## config.mk

```make
export PLATFORM = sky130hd
export DESIGN_NAME = mux_scan_ctrl
export DESIGN_NICKNAME = d
export VERILOG_FILES = /design/src/rtl/mux_scan_ctrl.sv
export SDC_FILE = /design/constraint.sdc
export NUM_CORES = 1
export LEC_CHECK = 0
export BUFFER_PORTS_ARGS = -buffer_cell sky130_fd_sc_hd__buf_2
export CORE_ASPECT_RATIO = 1.2
export CORE_MARGIN = 1
export CORE_UTILIZATION = 55
export CTS_CLUSTER_DIAMETER = 100
export DETAILED_ROUTE_END_ITERATION = 10
export PLACE_DENSITY = 0.86
export SYNTH_ARGS = -nofsm -noshare
export SYNTH_HDL_FRONTEND = slang
export SYNTH_SLANG_ARGS = --single-unit
```

## constraint.sdc

```tcl
create_clock -name CLK -period 1.9 [get_ports CLK]
set_clock_uncertainty 0.2 [all_clocks]
set_input_delay 0.475 -clock CLK [delete_from_list [all_inputs] [get_ports CLK]]
set_output_delay 0.475 -clock CLK [all_outputs]
set_load 0.02 [all_outputs]
```

## src/rtl/mux_scan_ctrl.sv

```systemverilog
// mux_scan_ctrl: scan controller for a WIDTH-to-1 mux.
// On START it steps SEL through channels 0..WIDTH-1. For each channel it
// waits SETTLE cycles, then samples MUX_OUT into a shadow word. At the end
// of the scan the shadow word moves atomically into DATA and DONE pulses.
// Optional feature: define MUX_SCAN_PARITY_EN to add the registered PARITY
// output, which is the XOR reduction of the completed scan word.
module mux_scan_ctrl #(
  parameter int WIDTH  = 16,
  parameter int SELW   = 4,
  parameter int SETTLE = 1
) (
  input  logic             CLK,
  input  logic             RST_N,
  input  logic             START,
  input  logic             MUX_OUT,
  output logic [SELW-1:0]  SEL,
  output logic [WIDTH-1:0] DATA,
  output logic             BUSY,
  output logic             DONE
`ifdef MUX_SCAN_PARITY_EN
  ,
  output logic             PARITY
`endif
);

  typedef enum logic [1:0] {
    ST_IDLE   = 2'd0,
    ST_WAIT   = 2'd1,
    ST_SAMPLE = 2'd2
  } state_t;

  // The SAMPLE state itself consumes one cycle per channel, so WAIT only
  // needs SETTLE cycles in total. Its counter therefore starts at
  // SETTLE-1 and leaves WAIT on reaching zero. This places the sample
  // for channel i exactly (i+1)*(SETTLE+1) edges after the accepting edge.
  localparam logic [3:0] CNT_LOAD = (SETTLE == 0) ? 4'd0 : 4'(SETTLE - 1);

  // With no settle time, WAIT is skipped entirely.
  localparam state_t FIRST_ST = (SETTLE == 0) ? ST_SAMPLE : ST_WAIT;

  localparam logic [SELW-1:0] LAST_SEL = SELW'(WIDTH - 1);

`ifdef MUX_SCAN_PARITY_EN
  // Even-parity helper over one scan word.
  function automatic logic calc_parity(input logic [WIDTH-1:0] word);
    return ^word;
  endfunction
`endif

  state_t           state_r, state_s;
  logic [SELW-1:0]  sel_r, sel_s;
  logic [3:0]       cnt_r, cnt_s;
  logic [WIDTH-1:0] shadow_r, shadow_s;
  logic [WIDTH-1:0] data_r, data_s;
  logic             busy_r, busy_s;
  logic             done_r, done_s;
  logic [WIDTH-1:0] merged_s;
`ifdef MUX_SCAN_PARITY_EN
  logic             parity_r, parity_s;
`endif

  // State and output registers; reset aborts any scan and clears the result.
  always_ff @(posedge CLK or negedge RST_N) begin
    if (!RST_N) begin
      state_r  <= ST_IDLE;
      sel_r    <= '0;
      cnt_r    <= 4'd0;
      shadow_r <= '0;
      data_r   <= '0;
      busy_r   <= 1'b0;
      done_r   <= 1'b0;
`ifdef MUX_SCAN_PARITY_EN
      parity_r <= 1'b0;
`endif
    end else begin
      state_r  <= state_s;
      sel_r    <= sel_s;
      cnt_r    <= cnt_s;
      shadow_r <= shadow_s;
      data_r   <= data_s;
      busy_r   <= busy_s;
      done_r   <= done_s;
`ifdef MUX_SCAN_PARITY_EN
      parity_r <= parity_s;
`endif
    end
  end

  // Next-state logic: accept START in IDLE, settle, sample, advance, finish.
  always_comb begin
    state_s  = state_r;
    sel_s    = sel_r;
    cnt_s    = cnt_r;
    shadow_s = shadow_r;
    data_s   = data_r;
    busy_s   = busy_r;
    done_s   = 1'b0;
`ifdef MUX_SCAN_PARITY_EN
    parity_s = parity_r;
`endif
    // Shadow word with the current channel's sample merged in.
    merged_s        = shadow_r;
    merged_s[sel_r] = MUX_OUT;

    case (state_r)
      ST_IDLE: begin
        if (START) begin
          state_s = FIRST_ST;
          sel_s   = '0;
          cnt_s   = CNT_LOAD;
          busy_s  = 1'b1;
        end else begin
          state_s = ST_IDLE;
          busy_s  = 1'b0;
        end
      end

      ST_WAIT: begin
        if (cnt_r == 4'd0) begin
          state_s = ST_SAMPLE;
        end else begin
          cnt_s = cnt_r - 4'd1;
        end
      end

      ST_SAMPLE: begin
        shadow_s = merged_s;
        if (sel_r == LAST_SEL) begin
          // Last channel: publish the whole word at once and return home.
          state_s = ST_IDLE;
          data_s  = merged_s;
          done_s  = 1'b1;
          busy_s  = 1'b0;
          sel_s   = '0;
`ifdef MUX_SCAN_PARITY_EN
          parity_s = calc_parity(merged_s);
`endif
        end else begin
          state_s = FIRST_ST;
          sel_s   = sel_r + 1'b1;
          cnt_s   = CNT_LOAD;
        end
      end

      default: begin
        // Unreachable encoding: fall back to a quiet idle without a DONE.
        state_s = ST_IDLE;
        sel_s   = '0;
        cnt_s   = 4'd0;
        busy_s  = 1'b0;
      end
    endcase
  end

  assign SEL  = sel_r;
  assign DATA = data_r;
  assign BUSY = busy_r;
  assign DONE = done_r;
`ifdef MUX_SCAN_PARITY_EN
  assign PARITY = parity_r;
`endif

endmodule

```

After elaboration in Yosys (flattened, before gate mapping)
Index checks and enable logic that the tools add are counted.

$add $sub $neg: 2. Multipliers: 0. Divide/modulo/power cells: 0. $lt $le $gt $ge: 2. Equal/unequal tests: 8. Shift-type cells: 0. Multiplexer cells: 18. Bitwise operators: 1. Reduce and logical (&&, ||, !) cells: 7.

Operators with widths (number): one-hot mux 4 bit (3 select lines) (2); bitwise mux 16 bit (1); two-way mux 4 bit (4); != test 2 bit (second input constant) (5); two-way mux 1 bit (7); one-hot mux 2 bit (3 select lines) (1); AND reduction 2 bit (3); < comparator 4 x 5 -> 1 bit (second input constant) (1); adder 4 x 1 -> 4 bit (second input constant) (1); demux 1 bit (select 4 bit) (1); equality test 4 bit (second input constant) (1); greater-or-equal comparator 4 x 1 -> 1 bit (second input constant) (1); zero test 4 bit (1); subtractor 4 x 1 -> 4 bit (second input constant) (1); one-hot mux 1 bit (3 select lines) (1); AND reduction 3 bit (1); equality test 2 x 1 -> 1 bit (second input constant) (1); equality test 2 bit (second input constant) (1); zero test 2 bit (1); two-way mux 2 bit (1); logical AND 1 bit (1); NOT 1 bit (1).

Register bits: 44. Latch bits: 0. Bits in writable memories: 0. ROM bits: 0. Input bits: 4. Output and inout port bits: 22. Word-level logic and storage cells: 45. Memories: 0.

Logic depth before layout (Yosys ltp)
Gate-level depths: netlist of the first run.

Depth in word-level cells: 5. Depth in mapped cells: 6. Mapped depth without buffers: 5.

Worst setup path after synthesis of the first run
Ideal clock, no wire load.

Path type: register to register. Start: reg sel_r[0] (netlist: SEL[0]). End: reg shadow_r[11]. Library setup time: 0.125 ns. Arrival time: 1.398 ns. Data required time: 1.575 ns. Path slack: 0.177 ns. Stages on the path, launching flop included: 5. Path buffers: 0. Clock period less this slack: 1.723 ns. Cell sequence: dfrtp_1 -> ha_1 -> and3b_1 -> nand2_1 -> mux2_2.

Word-level cells in the longest chain between the ends: 5. Elaborated cells on any way between the ends: 6. Classes of those cells: 2 x order compare; 3 x mux; 1 x reduce/logical.

RTL lines: start, declared (RTL line 51) `logic [SELW-1:0] sel_r, sel_s;`; start signal, assigned (RTL line 77) `sel_r <= sel_s;`; < comparator 4 x 5 -> 1 bit (implied by the code) / greater-or-equal comparator 4 x 1 -> 1 bit (equally long branches) (RTL line 103) `merged_s[sel_r] = MUX_OUT;`; logical AND 1 bit (implied by the code) (RTL line 103); two-way mux 1 bit (implied by the code) (RTL line 103); demux 1 bit (select 4 bit) (*) (RTL line 103); bitwise mux 16 bit (*) (RTL line 103); end signal, assigned (RTL line 79) `shadow_r <= shadow_s;`; end, declared (RTL line 53) `logic [WIDTH-1:0] shadow_r, shadow_s;`.

Every way passes the cells marked *; elsewhere a longest branch is shown, timed or not. A chain may end at the register's enable or synchronous reset.

Worst setup path after layout of the first run
Start: reg sel_r[3] (netlist: SEL[3]). End: out SEL[3].

RTL lines: end, declared (RTL line 16) `output logic [SELW-1:0] SEL,`.

No word-level cell between the ends.

==> summary.md, run 1 <==
| Metric | Value |
|---|---|
| Core area | `3630 µm²` |
| Largest net degree at the start of global routing | `26` |
| Peak supply drop | `1040 µV` |
| Area after DPL | `2300 µm²` |
| Cells after Synth | `191` |
| Via count | `1497` |
| Dpl hpwl | `about 2800 µm` |
| Num CTS Buffers | `5` |
| Clock latency on the worst-skew pair | `~300 ps` |
| Post-route ant nets | `0` |
| Final Hold Viols | `0` |
| Hold Startpoint | `shadow_r[3]` |
| Syn Area/Cell | `10.9 µm²` |
| Count of different cell masters after synthesis | `42` |
| Antenna diodes | `0` |
| CP cell instances | `buf_4 -> buf_2` |
| RSZ-0062 raised after global routing | `false` |
| Share of cells above drive strength 1 | `about 30%` |
| Initial antenna violation count | `0` |
| Design Area, Final | `2430 µm²` |
| Startpoint Class | `register` |
| WL final | `3930 µm` |
| Chip width | `58.2 µm` |
| Worst slew margin | `63.3%` |
| Setup Viol. Count Final | `0` |
| CTS H-tree depth | `2` |
| I/O Buffers | `25` |
| Worst path arrival time | `1120 ps` |
| DRT Pass-1 Iters | `4` |
| Cell taking the most area after synthesis | `dfrtp_1` |
| Crit path required time | `1220 ps` |
| Hold WC Path Type | `register to register` |
| Crit. End Element | `output port` |
| All-Layer GR Usage | `23.5%` |
| Worst r2r path cells | `5` |
| Critical Path Max Stage Delay | `between 400 and 500 ps` |
| Total congestion overflow | `0` |
| Async S/R FF share, synth | `100%` |
| RePlAce Congestion | `0.761` |
| Vias per Instance | `about 5.5` |
| R2R Setup Slk | `160 ps` |
| Cell Rows | `24` |
| Slew @ Worst Pin | `between 500 and 600 ps` |
| Top cells by area, synth | `dfrtp_1, mux2_2, nand3_1` |
| Worst slack, placed | `roughly 55 ps` |
| Clock slew at reported path FFs | `80 ps` |
| Chip Height | `a little under 70 µm` |
| Final setup margin | `100 ps` |
| Synthesized Nets | `about 200` |
| Final core utilization | `66.8%` |
| Run status | `completed` |
| Die area | `4030 µm²` |
| R2r endpoint | `cnt_r[1]` |
| Root Buffer | `clkbuf_8` |
| Min Tclk post-route | `1800 ps` |
| Top_reg_cell synth | `dfrtp_1` |
| First-pass GRT wire length | `7130 µm` |
| Vias in the first global route | `1472` |
| Non-filler cells, final | `274` |
| Period utilization | `94.7%` |
| Crit path kind | `register to output port` |
| Post-DR wirelength/cell | `14.4 µm` |
| Seq cells post-synth | `43` |
| Hold Crit Depth | `1` |
| Yosys warns | `0` |
| CTS max path bufs | `2` |
| EDFF count, synth | `0` |
| Fmax | `556 MHz` |
| RR Startpoint | `cnt_r[0]` |
| Post-CTS setup buffer count | `0` |
| Most common cell after layout, fill and taps aside | `dfrtp_1` |
| Clock sinks | `43` |
| Initial Util | `57.3%` |
| Synthesized cell area | `2080 µm²` |
| Most frequent cells in the layout | `dfrtp_1, buf_2, nand3_1` |
| Slowest cell on crit path | `dfrtp_1` |
| Fin. max-slew vios | `0` |
| Layout area overhead | `16.6%` |
| Cell count after placement | `265` |
| P per Cell Area | `1220 nW/µm²` |
| CP max FO | `11` |
| Seq/Total Area, Yosys | `51.7%` |
| Pleak | `1.13 nW` |
| Drt first-iter violations | `between 70 and 80` |
| CTS tree | `yes` |
| Post-synth top area share | `51.7%` |
| Hold Path Sink | `DATA[3]` |
| DR DRC count | `0` |
| Ports | `26` |
| Max Cap Viol | `0` |
| Total negative setup slack | `0 ps` |
| Nets | `231` |
-- kinds of logic (layout without fill, tap and decap cells) --
logic type      Yosys count  after routing  synth area share [%]
fa+ha+maj                 6              6                  3.61
buf+inv                  31             62                  7.22
flops                    43             43                  51.7
simple gates             58             58                  16.6
mux                      21             21                  11.5
compound gates           32             32                  9.38
-- state kept, by name, summed over array words and instances, names as in the netlist --
| name | count |
|---|---|
| DATA | 16 |
| shadow_r | 15 |
| SEL | 4 |
| cnt_r | 4 |
| state_r | 2 |
| BUSY | 1 |
| DONE | 1 |
-- power breakdown --
| group | internal (mW) | leakage, nW | switching (mW) | total (mW) |
|---|---|---|---|---|
| clock network | 0.331 | 0.0505 | 0.316 | 0.647 |
| registers | 1.10 | 0.539 | 0.129 | 1.23 |
| logic | 0.478 | 0.540 | 0.607 | 1.09 |
| total | 1.91 | 1.13 | 1.05 | 2.96 |
-- stage by stage --
stage	power, mW	hold slack (ps)
after CTS	2.94	312
after detailed placement	2.30	251
final	2.96	311
after global placement	2.24	252
after global routing	3.14	319
after floorplan	1.98	-20.6
-- critical path: cells and delay by family (launching register included) --
family | cells | cell delay [ps]
flip-flops | 1 | 440
buffers and inverters | 2 | 390
-- worst max path at each step --
stage,start,endpoint,slack (ps),depth (start not counted)
after CTS,cnt_r[0],cnt_r[1],20,5
after global routing,SEL[3],SEL[3],50,2
after floorplan,SEL[0],shadow_r[11],180,4
after detailed placement,cnt_r[0],cnt_r[1],50,5
final,SEL[3],SEL[3],100,2
after global placement,cnt_r[0],cnt_r[1],150,5
-- final cells by class --
class                   count  area (µm²)
clock inverters             1        7.51
fillers                   297        1210
flip-flops and latches     43        1080
well taps                  52        65.1
inverters                  16        60.1
clock buffers               7        96.3
repair buffers             38         250
multi-input cells         117         871
-- what timing repair did --
| item | in CTS | in global routing |
|---|---|---|
| gates resized for setup | 0 | 2 |
| hold buffers | 1 | 0 |
| setup endpoints to repair | 0 | 3 |
| hold endpoints to repair | 18 | 0 |
-- synth_stat cells, drive strengths merged (2+ instances only) --
cell type,n
ha,6
nand4,12
a21oi,7
a211o,2
dfrtp,43
clkbuf,6
mux2,17
nand2,8
nor2b,2
a211oi,2
o21ai,14
nor2,2
buf,9
nand3,18
mux2i,4
a31oi,2
inv,16
-- routing by layer --
metal	routed length (µm)	up-vias	GRT usage, %
met2	1960	30	37.7
met4	59	0	7.94
met1	1770	719	30.6
met3	145	4	6.16
met5	0	-	0
li1	-	744	-
Note: power is estimated with default switching activity, not from simulation.
==> inputs of run 2 (changes only) <==
--- a/config.mk
+++ b/config.mk
@@ -11,7 +11,7 @@
 export CORE_UTILIZATION = 55
 export CTS_CLUSTER_DIAMETER = 100
 export DETAILED_ROUTE_END_ITERATION = 10
-export PLACE_DENSITY = 0.86
+export PLACE_DENSITY_LB_ADDON = 0.3
 export SYNTH_ARGS = -nofsm -noshare
 export SYNTH_HDL_FRONTEND = slang
 export SYNTH_SLANG_ARGS = --single-unit
==> run 2 against run 1 <==
  * Sequential power about the same
  * Die area unchanged
  * Flip-flop and latch count unchanged
  * Register-to-register slack worse by 60 ps
  * Core utilization down 0.48 points
  * Cell count up 0.73%
  * Sequential share of layout area up 0.32 points
  * Setup slack worse by 5.7 ps
  * Critical endpoint unchanged
  * Largest cell class unchanged
==> summary.md, run 2 (synthesis gave the netlist of run 1 again) <==
| Metric | Value |
|---|---|
| Worst path arrival time | `1130 ps (was 1120 ps)` |
| P per Cell Area | `1190 nW/µm² (was 1220 nW/µm²)` |
| Critical Path Max Stage Delay | `470 ps (was 440 ps)` |
| Num CTS Buffers | `5 (unchanged)` |
| Worst slew margin | `70.4% (was 63.3%)` |
| Post-route ant nets | `0 (unchanged)` |
| DR DRC count | `0 (unchanged)` |
| Crit. End Element | `output port (unchanged)` |
| Post-CTS setup buffer count | `0 (unchanged)` |
| Hold_ws | `303 ps (was 311 ps)` |
| RR Startpoint | `cnt_r[0] (unchanged)` |
| Worst Setup SP | `SEL[3] (unchanged)` |
| Most common cell after layout, fill and taps aside | `dfrtp_1 (unchanged)` |
| Run status | `completed (unchanged)` |
| Layout area overhead | `15.8% (was 16.6%)` |
| Vias in the first global route | `1578 (was 1472)` |
| Pleak | `1.14 nW (was 1.13 nW)` |
| Clock latency on the worst-skew pair | `300 ps (about the same)` |
| Max reg flops | `16 (unchanged)` |
| Drt first-iter violations | `31 (was 71)` |
| Vias per Instance | `5.56 (was 5.46)` |
| Total negative setup slack | `0 ps (unchanged)` |
| All-Layer GR Usage | `23.7% (was 23.5%)` |
| Ports | `26 (unchanged)` |
| Most frequent cells in the layout | `dfrtp_1, buf_2, nand3_1 (unchanged)` |
| Peak supply drop | `787 µV (was 1040 µV)` |
| Fmax | `554 MHz (was 556 MHz)` |
| Crit path kind | `register to output port (unchanged)` |
| Setup Viol. Count Final | `0 (unchanged)` |
| Min Tclk post-route | `1810 ps (was 1800 ps)` |
| Register area | `1080 µm² (unchanged)` |
| Antenna diodes | `0 (unchanged)` |
| CTS H-tree depth | `2 (unchanged)` |
| R2r endpoint | `cnt_r[1] (unchanged)` |
| Largest net degree at the start of global routing | `26 (unchanged)` |
| Clock slew at reported path FFs | `70 ps (was 80 ps)` |
| Clock sinks | `43 (unchanged)` |
| Initial antenna violation count | `0 (unchanged)` |
| Multi-input gate area | `860 µm² (was 871 µm²)` |
| Period utilization | `95.0% (was 94.7%)` |
| CTS max path bufs | `2 (unchanged)` |
| Startpoint Class | `register (unchanged)` |
| Total congestion overflow | `0 (unchanged)` |
| RePlAce Congestion | `0.800 (was 0.761)` |
| First-pass GRT wire length | `7160 µm (was 7130 µm)` |
| Max Cap Viol | `0 (unchanged)` |
| DRT Pass-1 Iters | `4 (unchanged)` |
| Worst r2r path cells | `5 (unchanged)` |
| Dpl hpwl | `3010 µm (was 2790 µm)` |
| Fillers | `303 (was 297)` |
| Chip width | `58.2 µm (unchanged)` |
| Initial Util | `57.3% (unchanged)` |
| Hold WC Path Type | `register to register (unchanged)` |
| Chip Height | `69.4 µm (unchanged)` |
| Slew @ Worst Pin | `444 ps (was 550 ps)` |
| Core area | `3630 µm² (unchanged)` |
| Post-DR wirelength/cell | `15.0 µm (was 14.4 µm)` |
| End of the critical path | `SEL[3] (unchanged)` |
| Root Buffer | `clkbuf_8 (unchanged)` |
| CP cell instances | `buf_4 -> buf_2 (unchanged)` |
| CP max FO | `8 (was 11)` |
| Share of cells above drive strength 1 | `29.9% (was 29.3%)` |
| Nets | `234 (was 231)` |
| Via count | `1535 (was 1497)` |
| Die area | `4030 µm² (unchanged)` |
| Slowest cell on crit path | `dfrtp_1 (unchanged)` |
| Crit path required time | `1220 ps (about the same)` |
| R2R Setup Slk | `100 ps (was 160 ps)` |
| CTS tree | `yes (unchanged)` |
| Cell Rows | `24 (unchanged)` |
| I/O Buffers | `25 (unchanged)` |
| WL final | `4140 µm (was 3930 µm)` |
| Final Hold Viols | `0 (unchanged)` |
| Fin. max-slew vios | `0 (unchanged)` |
-- run 2: changes by cell type in the layout (fill, tap and decap cells not counted), sizes merged --
| cell | delta |
|---|---|
| buf | +3 |
| clkinvlp | -1 |
| clkbuf | -1 |
| clkinv | +1 |
-- run 2: layer usage --
| metal | up-vias | GRT usage, % | wire length [µm] |
|---|---|---|---|
| met2 | 35 | 40.2 | 2210 |
| met5 | - | 0 | 0 |
| met4 | 0 | 9.26 | 77 |
| met1 | 747 | 28.7 | 1720 |
| li1 | 744 | - | - |
| met3 | 9 | 5.60 | 135 |
-- run 2: worst min-delay path by stage --
| stage | start | end | cells past startpoint |
|---|---|---|---|
| finish | cnt_r[2] | cnt_r[2] | 1 |
| global route | cnt_r[2] | cnt_r[2] | 1 |
| CTS | DATA[15] | DATA[15] | 1 |
| detailed placement | RST_N | DATA[5] | 1 |
| global placement | RST_N | DATA[1] | 1 |
| floorplan | RST_N | BUSY | 0 |
-- run 2: where the power goes --
| group | internal (mW) | switching (mW) | total (mW) |
|---|---|---|---|
| sequential | 1.10 | 0.149 | 1.25 |
| clock | 0.285 | 0.296 | 0.581 |
| combinational | 0.464 | 0.582 | 1.05 |
| total | 1.85 | 1.03 | 2.88 |
-- run 2: cell type report --
| type | count | share of cell area, % |
|---|---|---|
| clock buffer | 6 | 3.43 |
| sequential | 43 | 44.7 |
| multi-input combinational | 117 | 35.7 |
| timing repair buffer | 41 | 10.8 |
| clock inverter | 1 | 0.208 |
| inverter | 16 | 2.49 |
| tap | 52 | 2.70 |
-- run 2: stage by stage --
stage	power [mW]	cells	area (µm²)	utilization (%)	worst slack (ps)
4_1_cts	2.89	276	2400	66.2	26.6
3_5_place_dp	2.30	268	2310	63.5	35.2
5_1_grt	3.08	276	2410	66.3	-23.2
2_1_floorplan	1.98	191	2080	-	177
6_report	2.88	276	2410	66.3	94.3
3_3_place_gp	2.24	268	2310	63.5	160
-- run 2: critical path: cells and delay by family, from the launching register on --
kind                   cells  cell delay [ps]
flip-flops                 1              470
buffers and inverters      2              360
-- run 2: repair_timing --
action / 4_1_cts / 5_1_grt
gates resized for setup: 0 / 1
hold endpoints to repair: 18 / 0
endpoints found under the setup margin: 0 / 3
hold buffers: 1 / 0
==> inputs of run 3 (changes only) <==
==> constraint.sdc (replaced) <==
create_clock -name CLK -period 2 [get_ports CLK]
set_clock_uncertainty 0.2 [all_clocks]
set_input_delay 0.5 -clock CLK [delete_from_list [all_inputs] [get_ports CLK]]
set_output_delay 0.5 -clock CLK [all_outputs]
set_load 0.02 [all_outputs]
==> run 3 against run 2 <==
  * Worst hold slack gained 6.9 ps
  * Critical path type unchanged
  * Non-clock buffer count down 6
  * Die area unchanged
  * Cell count fell by 1.8%
==> summary.md, run 3 (synthesis gave the netlist of run 1 again) <==
| Metric | Value |
|---|---|
| Num CTS Buffers | `5 (unchanged)` |
| Ports | `26 (unchanged)` |
| Fillers | `280 (was 303)` |
| P per Cell Area | `1140 nW/µm² (was 1190 nW/µm²)` |
| Fin. max-slew vios | `0 (unchanged)` |
| Most common cell after layout, fill and taps aside | `dfrtp_1 (unchanged)` |
| CTS H-tree depth | `2 (unchanged)` |
| Clock latency on the worst-skew pair | `300 ps (about the same)` |
| Vias in the first global route | `1568 (was 1578)` |
| Run status | `completed (unchanged)` |
| Switching Share | `36.8% (was 35.7%)` |
| Total power | `2.67 mW (was 2.88 mW)` |
| Nets | `228 (was 234)` |
| All-Layer GR Usage | `24.2% (was 23.7%)` |
| Hold WC Path Type | `register to register (unchanged)` |
| CTS tree | `yes (unchanged)` |
| Worst slack, placed | `140 ps (was 35.2 ps)` |
| Post-DR wirelength/cell | `15.5 µm (was 15.0 µm)` |
| Share of cells above drive strength 1 | `27.4% (was 29.9%)` |
| First-pass GRT wire length | `7340 µm (was 7160 µm)` |
| Chip width | `58.2 µm (unchanged)` |
| Chip Height | `69.4 µm (unchanged)` |
| CTS max path bufs | `2 (unchanged)` |
| Pleak | `1.10 nW (was 1.14 nW)` |
| Final setup margin | `105 ps (was 94.3 ps)` |
| Slew @ Worst Pin | `560 ps (was 444 ps)` |
| Worst path arrival time | `1190 ps (was 1130 ps)` |
| Total congestion overflow | `0 (unchanged)` |
| Antenna diodes | `0 (unchanged)` |
| Startpoint Class | `register (unchanged)` |
| Min Tclk post-route | `1890 ps` |
| Vias per Instance | `5.69 (was 5.56)` |
| Dpl hpwl | `3010 µm (about the same)` |
| Clock slew at reported path FFs | `80 ps (was 70 ps)` |
| I/O Buffers | `25 (unchanged)` |
| Die area | `4030 µm² (unchanged)` |
| Crit path kind | `register to output port (unchanged)` |
| Total negative setup slack | `0 ps (unchanged)` |
| Worst slew margin | `62.7% (was 70.4%)` |
| Initial Util | `57.3% (unchanged)` |
| Layout area overhead | `13.1% (was 15.8%)` |
| Critical Path Max Stage Delay | `480 ps (was 470 ps)` |
| CP cell instances | `buf_4 -> buf_2 (unchanged)` |
| Root Buffer | `clkbuf_8 (unchanged)` |
| Setup Viol. Count Final | `0 (unchanged)` |
| RePlAce Congestion | `0.784 (was 0.800)` |
| Slowest cell on crit path | `dfrtp_1 (unchanged)` |
| Crit. End Element | `output port (unchanged)` |
| DRT Pass-1 Iters | `4 (unchanged)` |
| Largest net degree at the start of global routing | `28 (was 26)` |
| CP max FO | `11 (was 8)` |
| Max Cap Viol | `0 (unchanged)` |
| Clock sinks | `43 (unchanged)` |
| Max reg flops | `16 (unchanged)` |
| Period utilization | `94.7%` |
| Final core utilization | `64.8% (was 66.3%)` |
| Post-route ant nets | `0 (unchanged)` |
| Core area | `3630 µm² (unchanged)` |
| Power share of the clock group | `19.8% (was 20.2%)` |
| Peak supply drop | `715 µV (was 787 µV)` |
| Cell internal pwr | `1.69 mW (was 1.85 mW)` |
| Crit path required time | `1300 ps (was 1220 ps)` |
| Via count | `1542 (was 1535)` |
| Hold_ws | `310 ps (was 303 ps)` |
| Gate power share | `35.4% (was 36.3%)` |
| Final Hold Viols | `0 (unchanged)` |
| Initial antenna violation count | `0 (unchanged)` |
| WL final | `4200 µm (was 4140 µm)` |
| Cell Rows | `24 (unchanged)` |
| Fmax | `528 MHz` |
| RSZ-0062 raised after global routing | `false` |
| Most frequent cells in the layout | `dfrtp_1, buf_2, nand3_1 (unchanged)` |
| Reg power frac | `44.7% (was 43.5%)` |
| Drt first-iter violations | `65 (was 31)` |
| Sw Pwr | `984 µW (was 1.03 mW)` |
| DR DRC count | `0 (unchanged)` |
[run 3: cell count changes in the layout (fill, tap and decap cells not counted)]
cell	delta
and3b_1	-1
nand4bb_2	-1
nand4bb_1	+1
clkbuf_8	-1
buf_4	-6
clkbuf_1	+2
and3b_2	+1
[run 3: power groups by stage]
stage	combinational [mW]	sequential (mW)	clock, mW
floorplan	0.670	1.21	0
global placement	0.892	1.19	0
detailed placement	0.940	1.21	0
CTS	0.945	1.19	0.539
global route	1.04	1.22	0.569
finish	0.947	1.20	0.530
[run 3: worst max-delay path, delay by kind of cell, from the launching register on]
kind | cells | cell delay (ps)
buffers and inverters | 2 | 410
DFF | 1 | 480
[run 3: final cells by class]
cell class                      count  area (µm²)  area share [%]
Clock buffer                        7        76.3            3.24
Clock inverter                      1        5.00           0.213
Inverter                           16        60.1            2.55
Multi-Input combinational cell    117         856            36.4
Sequential cell                    43        1080            45.7
Tap cell                           52        65.1            2.76
Timing Repair Buffer               35         215            9.14
[run 3: final timing paths]
| kind | startpoint | to | slack [ps] | cells past startpoint |
|---|---|---|---|---|
| max | SEL[2] | SEL[2] | 110 | 2 |
| min | DATA[3] | DATA[3] | 310 | 1 |
| max reg2reg | cnt_r[0] | cnt_r[1] | 110 | 5 |
| min reg2reg | DATA[3] | DATA[3] | 310 | 1 |
| max in group asynchronous | RST_N | shadow_r[14] | 650 | 3 |
| min in group asynchronous | RST_N | DATA[1] | 460 | 2 |
[run 3: timing repair]
action | in CTS | in global routing
endpoints found under the hold margin | 16 | 0
buffers inserted | 0 | 0
endpoints found under the setup margin | 0 | 1
hold buffers | 1 | 0
resized for setup | 0 | 1
[run 3: layer usage]
metal / share of wire, % / track usage (%)
met1: 40 / 28.8
met2: 53 / 40.6
met3: 3.7 / 5.97
met4: 2.7 / 10.8
met5: 0 / 0
[run 3: stage by stage]
step	std cells	cell area (µm²)
floorplan	191	2080
global placement	262	2260
detailed placement	262	2260
CTS	271	2350
global route	271	2350
finish	271	2350
